`src/rtl/fdc_pkg.sv`:
```
// Shared constants and types for the FDC accumulate-and-dump decimator.
package fdc_pkg;

    localparam int FDC_IN_W     = 4;
    localparam int FDC_ACC_W    = 16;
    localparam int FDC_LOG2_MAX = 7;
    localparam int FDC_DEC_W    = 3;

    typedef enum logic {
        IDLE  = 1'b0,
        ACCUM = 1'b1
    } state_t;

    typedef logic [FDC_ACC_W-1:0] out_word_t;

endpackage

```
`src/rtl/fdc_decimator_if.sv`:
```
// Bus bundle between the FDC core, the decimator and the output mux.
// valid/ready: a word moves only on a cycle where out_valid && out_ready at the clock edge; the producer holds out_data stable until then unless a newer dump replaces it.
interface fdc_decimator_if
    import fdc_pkg::*;
#(
    parameter int IN_W  = FDC_IN_W,
    parameter int ACC_W = FDC_ACC_W
);
    logic                 en;
    logic                 restart;
    logic [FDC_DEC_W-1:0] dec_log2;
    logic                 in_valid;
    logic [IN_W-1:0]      in_data;
    logic                 out_valid;
    logic                 out_ready;
    logic [ACC_W-1:0]     out_data;
    logic                 overrun;
    logic                 busy;
    state_t               state_dbg;

    modport master (
        output en, restart, dec_log2, in_valid, in_data, out_ready,
        input  out_valid, out_data, overrun, busy, state_dbg
    );

    modport slave (
        input  en, restart, dec_log2, in_valid, in_data, out_ready,
        output out_valid, out_data, overrun, busy, state_dbg
    );

endinterface

```
`src/rtl/fdc_out_reg.sv`:
```
// Single-entry valid/ready holding register; a new load replaces an unaccepted word and raises the sticky overrun flag.
module fdc_out_reg #(
    parameter int W = 16
) (
    input  logic         clk,
    input  logic         rst,
    input  logic         load,
    input  logic [W-1:0] data_in,
    input  logic         ready,
    input  logic         clr_ovr,
    output logic         valid,
    output logic [W-1:0] data,
    output logic         overrun
);

    always_ff @(posedge clk or posedge rst) begin
        if (rst) begin
            valid   <= 1'b0;
            data    <= '0;
            overrun <= 1'b0;
        end else begin
            if (load) begin
                valid <= 1'b1;
                data  <= data_in;
            end else if (valid && ready) begin
                valid <= 1'b0;
            end
            // Overwrite is only lost data when the old word is not leaving this cycle.
            if (clr_ovr) begin
                overrun <= 1'b0;
            end else if (load && valid && !ready) begin
                overrun <= 1'b1;
            end
        end
    end

endmodule

```
`src/rtl/fdc_decimator.sv`:
```
// Accumulate-and-dump decimator: sums 2^N FDC samples into one output word.
// Optional macro FDC_DEC_NORM_EN outputs the rounded window mean instead of the raw sum.
module fdc_decimator
    import fdc_pkg::*;
#(
    parameter int IN_W     = FDC_IN_W,
    parameter int ACC_W    = FDC_ACC_W,
    parameter int LOG2_MAX = FDC_LOG2_MAX
) (
    input logic           clk,
    input logic           rst,
    fdc_decimator_if.slave bus
);

    localparam int CNT_W = LOG2_MAX + 1;

    state_t               state_q, state_d;
    logic [ACC_W-1:0]     acc_q, acc_d;
    logic [CNT_W-1:0]     cnt_q, cnt_d;
    logic [FDC_DEC_W-1:0] ratio_q, ratio_d;
    logic [FDC_DEC_W-1:0] ratio_in;
    logic [ACC_W-1:0]     sample;
    logic [ACC_W-1:0]     sum;
    logic [CNT_W-1:0]     last_cnt;
    logic                 accept;
    logic                 dump;
    logic [ACC_W-1:0]     dump_sum;
    out_word_t            dump_word;
    logic                 out_valid;
    logic [ACC_W-1:0]     out_data;
    logic                 overrun;

    assign accept   = bus.en && bus.in_valid;
    assign ratio_in = (int'(bus.dec_log2) > LOG2_MAX) ? FDC_DEC_W'(LOG2_MAX) : bus.dec_log2;
    assign sample   = ACC_W'(bus.in_data);
    assign sum      = acc_q + sample;
    assign last_cnt = CNT_W'((32'd1 << ratio_q) - 32'd1);

    always_ff @(posedge clk or posedge rst) begin
        if (rst) begin
            state_q <= IDLE;
            acc_q   <= '0;
            cnt_q   <= '0;
            ratio_q <= '0;
        end else begin
            state_q <= state_d;
            acc_q   <= acc_d;
            cnt_q   <= cnt_d;
            ratio_q <= ratio_d;
        end
    end

    // restart takes priority and swallows any sample arriving with it.
    always_comb begin
        state_d  = state_q;
        acc_d    = acc_q;
        cnt_d    = cnt_q;
        ratio_d  = ratio_q;
        dump     = 1'b0;
        dump_sum = '0;
        if (bus.restart) begin
            state_d = IDLE;
            acc_d   = '0;
            cnt_d   = '0;
        end else if (accept) begin
            case (state_q)
                IDLE: begin
                    ratio_d = ratio_in;
                    if (ratio_in == '0) begin
                        dump     = 1'b1;
                        dump_sum = sample;
                    end else begin
                        acc_d   = sample;
                        cnt_d   = CNT_W'(1);
                        state_d = ACCUM;
                    end
                end
                ACCUM: begin
                    if (cnt_q == last_cnt) begin
                        dump     = 1'b1;
                        dump_sum = sum;
                        acc_d    = '0;
                        cnt_d    = '0;
                        state_d  = IDLE;
                    end else begin
                        acc_d = sum;
                        cnt_d = cnt_q + CNT_W'(1);
                    end
                end
                default: state_d = IDLE;
            endcase
        end
    end

`ifdef FDC_DEC_NORM_EN
    logic [FDC_DEC_W-1:0] dump_log2;
    logic [ACC_W-1:0]     round_add;

    // Window exponent is the freshly latched one for pass-through, the held one otherwise.
    always_comb begin
        dump_log2 = (state_q == IDLE) ? ratio_in : ratio_q;
        round_add = '0;
        if (dump_log2 != '0) begin
            round_add = ACC_W'(1) << (dump_log2 - FDC_DEC_W'(1));
        end
        dump_word = (dump_sum + round_add) >> dump_log2;
    end
`else
    assign dump_word = dump_sum;
`endif

    fdc_out_reg #(
        .W(ACC_W)
    ) u_out_reg (
        .clk     (clk),
        .rst     (rst),
        .load    (dump),
        .data_in (dump_word),
        .ready   (bus.out_ready),
        .clr_ovr (bus.restart),
        .valid   (out_valid),
        .data    (out_data),
        .overrun (overrun)
    );

    assign bus.out_valid = out_valid;
    assign bus.out_data  = out_data;
    assign bus.overrun   = overrun;
    assign bus.busy      = (state_q == ACCUM);
    assign bus.state_dbg = state_q;

endmodule

```
`src/flat_wrapper.sv`:
```
// flat-port wrapper written by rule: the top's interface ports become plain ports
module fdc_decimator_flat import fdc_pkg::*;
#(
    parameter int IN_W     = FDC_IN_W,
    parameter int ACC_W    = FDC_ACC_W,
    parameter int LOG2_MAX = FDC_LOG2_MAX
)
  (clk, rst, bus_en, bus_restart, bus_dec_log2, bus_in_valid, bus_in_data, bus_out_ready, bus_out_valid, bus_out_data, bus_overrun, bus_busy, bus_state_dbg);
  fdc_decimator_if #(.IN_W(IN_W), .ACC_W(ACC_W)) bus_i ();
  input logic clk;
  input logic rst;
  input wire logic [$bits(bus_i.en)-1:0] bus_en;
  input wire logic [$bits(bus_i.restart)-1:0] bus_restart;
  input wire logic [$bits(bus_i.dec_log2)-1:0] bus_dec_log2;
  input wire logic [$bits(bus_i.in_valid)-1:0] bus_in_valid;
  input wire logic [$bits(bus_i.in_data)-1:0] bus_in_data;
  input wire logic [$bits(bus_i.out_ready)-1:0] bus_out_ready;
  output wire logic [$bits(bus_i.out_valid)-1:0] bus_out_valid;
  output wire logic [$bits(bus_i.out_data)-1:0] bus_out_data;
  output wire logic [$bits(bus_i.overrun)-1:0] bus_overrun;
  output wire logic [$bits(bus_i.busy)-1:0] bus_busy;
  output wire logic [$bits(bus_i.state_dbg)-1:0] bus_state_dbg;
  assign bus_i.en = bus_en;
  assign bus_i.restart = bus_restart;
  assign bus_i.dec_log2 = bus_dec_log2;
  assign bus_i.in_valid = bus_in_valid;
  assign bus_i.in_data = bus_in_data;
  assign bus_i.out_ready = bus_out_ready;
  assign bus_out_valid = bus_i.out_valid;
  assign bus_out_data = bus_i.out_data;
  assign bus_overrun = bus_i.overrun;
  assign bus_busy = bus_i.busy;
  assign bus_state_dbg = bus_i.state_dbg;
  fdc_decimator #(.IN_W(IN_W), .ACC_W(ACC_W), .LOG2_MAX(LOG2_MAX)) u_core (.clk(clk), .rst(rst), .bus(bus_i));
endmodule
```
`config.mk`:
```
export PLATFORM = sky130hd
export DESIGN_NAME = fdc_decimator_flat
export DESIGN_NICKNAME = d
export VERILOG_FILES = /design/src/rtl/fdc_pkg.sv /design/src/rtl/fdc_decimator_if.sv /design/src/rtl/fdc_out_reg.sv /design/src/rtl/fdc_decimator.sv /design/src/flat_wrapper.sv
export SDC_FILE = /design/constraint.sdc
export NUM_CORES = 1
export LEC_CHECK = 0
export ABC_AREA = 1
export CAP_MARGIN = 20
export CORE_ASPECT_RATIO = 1.5
export CORE_MARGIN = 8
export CORE_UTILIZATION = 50
export DETAILED_ROUTE_END_ITERATION = 7
export PLACE_DENSITY = 0.73
export RECOVER_POWER = 50
export SYNTH_ARGS = -nofsm -noshare
export SYNTH_HDL_FRONTEND = slang
export SYNTH_SLANG_ARGS = --single-unit
```
`constraint.sdc`:
```
create_clock -name clk -period 3.67 [get_ports clk]
set_input_delay 0.734 -clock clk [delete_from_list [all_inputs] [get_ports clk]]
set_output_delay 0.734 -clock clk [all_outputs]
set_load 0.1 [all_outputs]
```
Word level (Yosys, flattened, before mapping)
Index checks and enable logic that the tools add are counted.
Storage, ports and cells
  output and inout port bits: 20
  register bits after elaboration: 46
  bits of input ports: 13
Cells by class
  shift operators: 1
  bitwise operators: 2
  muxes and demuxes: 29
  eq/ne operators: 2
  reductions and logical operators: 11
  add/sub/neg operators: 3
Operators by type and width (number)
  $mux W16: 7
  $pmux W16 S2: 2
  $mux W8: 4
  $add A16 B4 Y16: 1
  $pmux W8 S2: 1
  $mux W1: 12
  $add A8 B1 Y8 const B: 1
  $eq A8 B8 Y1: 1
  $shl A1 B3 Y8 const A: 1
  $sub A8 B1 Y8 const B: 1
  $reduce_bool A2 Y1: 3
  $logic_and A1 B1 Y1: 4
  $mux W4: 1
  $pmux W1 S2: 2
  $logic_not A3 Y1: 1
  $ne A3 B3 Y1 const B: 1
  $reduce_and A3 Y1: 1
  $not A1 Y1: 2
  $reduce_and A2 Y1: 1
  $logic_not A1 Y1: 1

Depth between registers and ports, before layout
  word-level depth: 11
  depth in mapped cells: 16
  mapped depth without buffers: 14

Hierarchy
A second synthesis with hierarchy kept.
Second synthesis, totals
  cell total of the unflattened synthesis: 378
  area total of the unflattened synthesis: 2800.2 µm²
Modules (own cells, without submodules)
  fdc_decimator: seq. area each 700.7 µm², area an instance 2100.8 µm², instances 1, cells an instance 303
  fdc_out_reg: seq. area each 450.4 µm², area an instance 699.4 µm², instances 1, cells an instance 75

Worst setup path after synthesis
No wires, ideal clock.
  kind: register to register
  start point: register u_core.state_q, in the netlist u_core.bus.busy
  end point: register u_core.acc_q[15]
  arrival time: 2107 ps
  setup time: 133 ps
  required time: 3537 ps
  path buffers: 2
  setup slack: 1430 ps
  cell stages (with the launch flop): 8
  cell sequence: dfrtp_1 > buf_2 > inv_1 > nand2_1 > nand2_1 > nand2_1 > clkbuf_1 > o22ai_1
Between the ends
  word-level cells in the longest chain between the ends: 4
RTL lines
  start: declaration: line fdc_decimator.sv:17  | state_t state_q, state_d;
  start signal: assignment: line fdc_decimator.sv:46  | state_q <= state_d;
  $not A1 Y1: line fdc_decimator.sv:66  | case (state_q)
  $pmux W16 S2: line fdc_decimator.sv:66
  $mux W16: line fdc_decimator.sv:65  | end else if (accept) begin
  $mux W16: line fdc_decimator.sv:61  | if (bus.restart) begin
  end signal: assignment: line fdc_decimator.sv:42  | acc_q <= '0;
  end signal: assignment: line fdc_decimator.sv:47  | acc_q <= acc_d;
  end: declaration: line fdc_decimator.sv:18  | logic [ACC_W-1:0] acc_q, acc_d;
Several ways; a longest one is shown, not always the timed one. The select of a mux whose other input is x is not followed.
A chain may end at the register's enable or synchronous reset.

Worst setup path in the final report
  start point: input port bus_in_data[0]
  end point: register u_core.u_out_reg.data[14]
Between the ends
  word-level cells in the longest chain between the ends: 5
RTL lines
  start: declaration: line flat_wrapper.sv:16  | input wire logic [$bits(bus_i.in_data)-1:0] bus_in_data;
  $add A16 B4 Y16: line fdc_decimator.sv:36  | assign sum = acc_q + sample;
  $mux W16: line fdc_decimator.sv:79  | if (cnt_q == last_cnt) begin
  $pmux W16 S2: line fdc_decimator.sv:66
  $mux W16: line fdc_decimator.sv:65
  $mux W16: line fdc_decimator.sv:61
  end signal: assignment: line fdc_out_reg.sv:24  | data <= data_in;
  end: declaration: line fdc_out_reg.sv:12  | output logic [W-1:0] data,
Every way passes these cells.

==> flow_summary.ini <==
[placed_design]
portBuffers = 32
dpl.hpwl_um = 4776
finalWeightedCongestion = 0.9556
dp_slack_ps = 725.3

[sta]
tightest_slew_ps = 1168
min_period_ps = 2739
post-route-worst-setup-slack_ps = 931.1
clock_skew_ps = 9.184
tns_ps = 0
fmax_mhz = 365.1
relSlewSlack_pct = 22.46
drv_slew = 0
hold_viol = 0
fin_crit_sh_pct = 74.63
rsz0062_at_grt = no
finalSetupViolCount = 0

[worst_setup_path]
arrival_ps = 2970
crit_path_start_kind = primary input
crit_path_max_fanout = 4
path_buf_inv = 1
path_class = in -> reg
cp-startpoint = bus_in_data[0]
cp_top_family = simple AND/OR/NAND/NOR gates
critPathMaxStageDelay_ps = 580
rr_startpoint = u_core.ratio_q[1]
cp_slowest_cell = dlygate4sd3_1
crit_path_end_kind = register
cpMostUsedCell = nand2_1
critPathRequiredTime_ps = 3900
crit_chain = dlygate4sd3_1 > ha_1 > fa_1 > nand3_1 > nand3_1 > nand2_1 > nor2_1 > nand2_1 > xor2_1 > nand2_1 > o21ai_2

[final_layout]
fillers = 507
n_antenna_cell = 0
drive_gt1_share_pct = 7.323
area_delta_synth_final_pct = 15.52
nNetsFinal = 415

[synthesis]
ys_top_cells_by_count = nand2_1, dfrtp_1, inv_1, nand3_1, nor2_1
synth_seq_cells = 46
synthAdderAreaFrac_pct = 3.439
synth_nets = 385
synth.most_common_cell = nand2_1
synth_cell_type_count = 26
muxShareOfSynthArea_pct = 0
synth_area_leaders = dfrtp_1, nand2_1, nand3_1
synth_compound_area_share_pct = 9.276
async_reset_ff_share_pct = 100.0
syn-cell-area_mm2 = 0.002765
synth_warnings = 0
synth_top_area_share_pct = 41.63
synth_enable_flop_cells = 0
netlist_instances = 365
synth-xor-area-share_pct = 4.434
synthSimpleGateAreaFrac_pct = 32.49
syn_area_per_cell_um2 = 7.576
synth_largest_area_cell = dfrtp_1
yosysSeqAreaShare_pct = 41.63
synth_top_family_by_area = simple AND/OR/NAND/NOR gates
ys.flop_type = dfrtp_1

[die]
initial_utilization_pct = 51.12
die_w_um = 76.72
fp.dieArea_mm2 = 0.008215
coreArea_mm2 = 0.005409
pin_count = 33
rows = 33
die_h_um = 107.1

[drt]
drc = 0
first_pass_iters = 5
drt_iter0_drc = 125
dr_total_vias = 2462
routedWlPerCell_um = 13.76
vias_per_cell = 5.283
postRouteAntennaNets = 0
drt_wl_total_um = 6410

[grt]
antenna_found_initial = 0
grtUsageTotal_pct = 16.39
grt-ovfl-total = 0
grt_pass1_wl_um = 11230
grt_pass1_vias = 2523
grt_max_degree = 47

[clock_network]
numCtsBuffers = 5
cts_resized = 0
path_clk_slew_ps = 90
cts.root.buffer_cell = clkbuf_8
cts_sinks = 46
h-tree-depth = 2
insertion_delay_ps = 300
cts.path.max_buffers = 2
cts_tree = yes
post_cts_buffers = 0
cts_hold_buf = 0

[outcome]
status = finished, final reports clean

[power]
irDropWorstVdd_mv = 0.4593
cellPowerDensity_mw_per_mm2 = 373.1
power.leakage_nw = 1.509

[run]
drv_cap = 0

[min_path]
worstHoldStart = u_core.u_out_reg.data[15]
min-delay-path-class = reg -> reg
-- final timing paths --
check	slack, ps	cells past startpoint	to
min in group asynchronous	940	2	u_core.cnt_q[1]
max	930	11	u_core.u_out_reg.data[14]
min	490	2	u_core.u_out_reg.data[15]
max reg2reg	1110	13	u_core.u_out_reg.data[11]
max in group asynchronous	2140	3	u_core.bus.busy
min reg2reg	490	2	u_core.u_out_reg.data[15]
-- per-stage QoR --
stage | utilization, % | cell area [um^2] | total power, mW | hold slack (ps) | instances
3_3_place_gp | 57.16 | 3092 | 0.8929 | 464.0 | 457
6_report | 59.06 | 3194 | 1.192 | 487.3 | 466
5_1_grt | 59.06 | 3194 | 1.250 | 512.9 | 466
4_1_cts | 58.82 | 3182 | 1.212 | 491.1 | 465
2_1_floorplan | - | 2765 | 0.8185 | 495.9 | 365
3_5_place_dp | 57.16 | 3092 | 0.8983 | 467.3 | 457
-- metal layers --
metal  up-vias  global-route usage [%]  wire (um)
li1       1233                       -          -
met1      1158                   19.18       2794
met2        57                   28.76       3303
met3        14                   2.429        174
met4         0                   7.459        137
met5         -                       0          0
-- cell usage in the layout (no fill, tap or decap), types with 4 or more instances in the layout --
| cell | netlist | final |
|---|---|---|
| ha_1 | 6 | 6 |
| inv_1 | 42 | 42 |
| xor2_1 | 13 | 13 |
| nand3_1 | 38 | 38 |
| clkbuf_8 | 0 | 5 |
| clkdlybuf4s50_1 | 0 | 23 |
| o21ai_0 | 13 | 13 |
| nor2_1 | 14 | 14 |
| o21ai_2 | 11 | 11 |
| dfrtp_1 | 46 | 46 |
| dlygate4sd3_1 | 0 | 7 |
| nor3_1 | 4 | 4 |
| o22ai_1 | 9 | 9 |
| a21oi_1 | 4 | 4 |
| nand2_1 | 129 | 129 |
| nand4_1 | 12 | 12 |
-- registers in the layout, summed over array words and instances, names as in the netlist --
signal,count
u_core.acc_q,16
u_core.bus.busy,1
u_core.cnt_q,8
u_core.ratio_q,3
u_core.u_out_reg.data,16
u_core.u_out_reg.overrun,1
u_core.u_out_reg.valid,1
-- layout make-up --
| class | count | area (um^2) | share of cell area, % |
|---|---|---|---|
| Tap cell | 70 | 87.58 | 2.742 |
| Clock inverter | 3 | 21.27 | 0.6659 |
| Inverter | 44 | 165.2 | 5.170 |
| Sequential cell | 46 | 1151 | 36.04 |
| Clock buffer | 5 | 68.82 | 2.154 |
| Timing Repair Buffer | 33 | 327.8 | 10.26 |
| Multi-Input combinational cell | 265 | 1373 | 42.97 |
-- power by group --
part / total [mW] / internal [mW] / switching, mW
clock network: 0.310 / 0.134 / 0.176
registers: 0.556 / 0.532 / 0.0238
logic: 0.327 / 0.0783 / 0.248
-- kinds of logic after synthesis --
| kind of cell | Yosys count |
|---|---|
| and+or+nand+nor | 204 |
| buffers and inverters | 54 |
| DFF | 46 |
| AOI/OAI and AO/OA | 40 |
| xor gates and xnor gates | 14 |
| adders and majority gates | 7 |
-- worst reg2reg max path, stage by stage, from the launching register on --
cell	delay [ps]
dfrtp_1	470
nor2_1	250
nand2_1	110
ha_1	290
inv_1	120
nand2_1	80
nand3_1	90
nand2_1	50
nand2_1	200
nand3_4	140
nand2_2	100
nand3_4	290
nand2_1	190
o21ai_2	60
No activity file was read; power rests on OpenSTA's default activity.
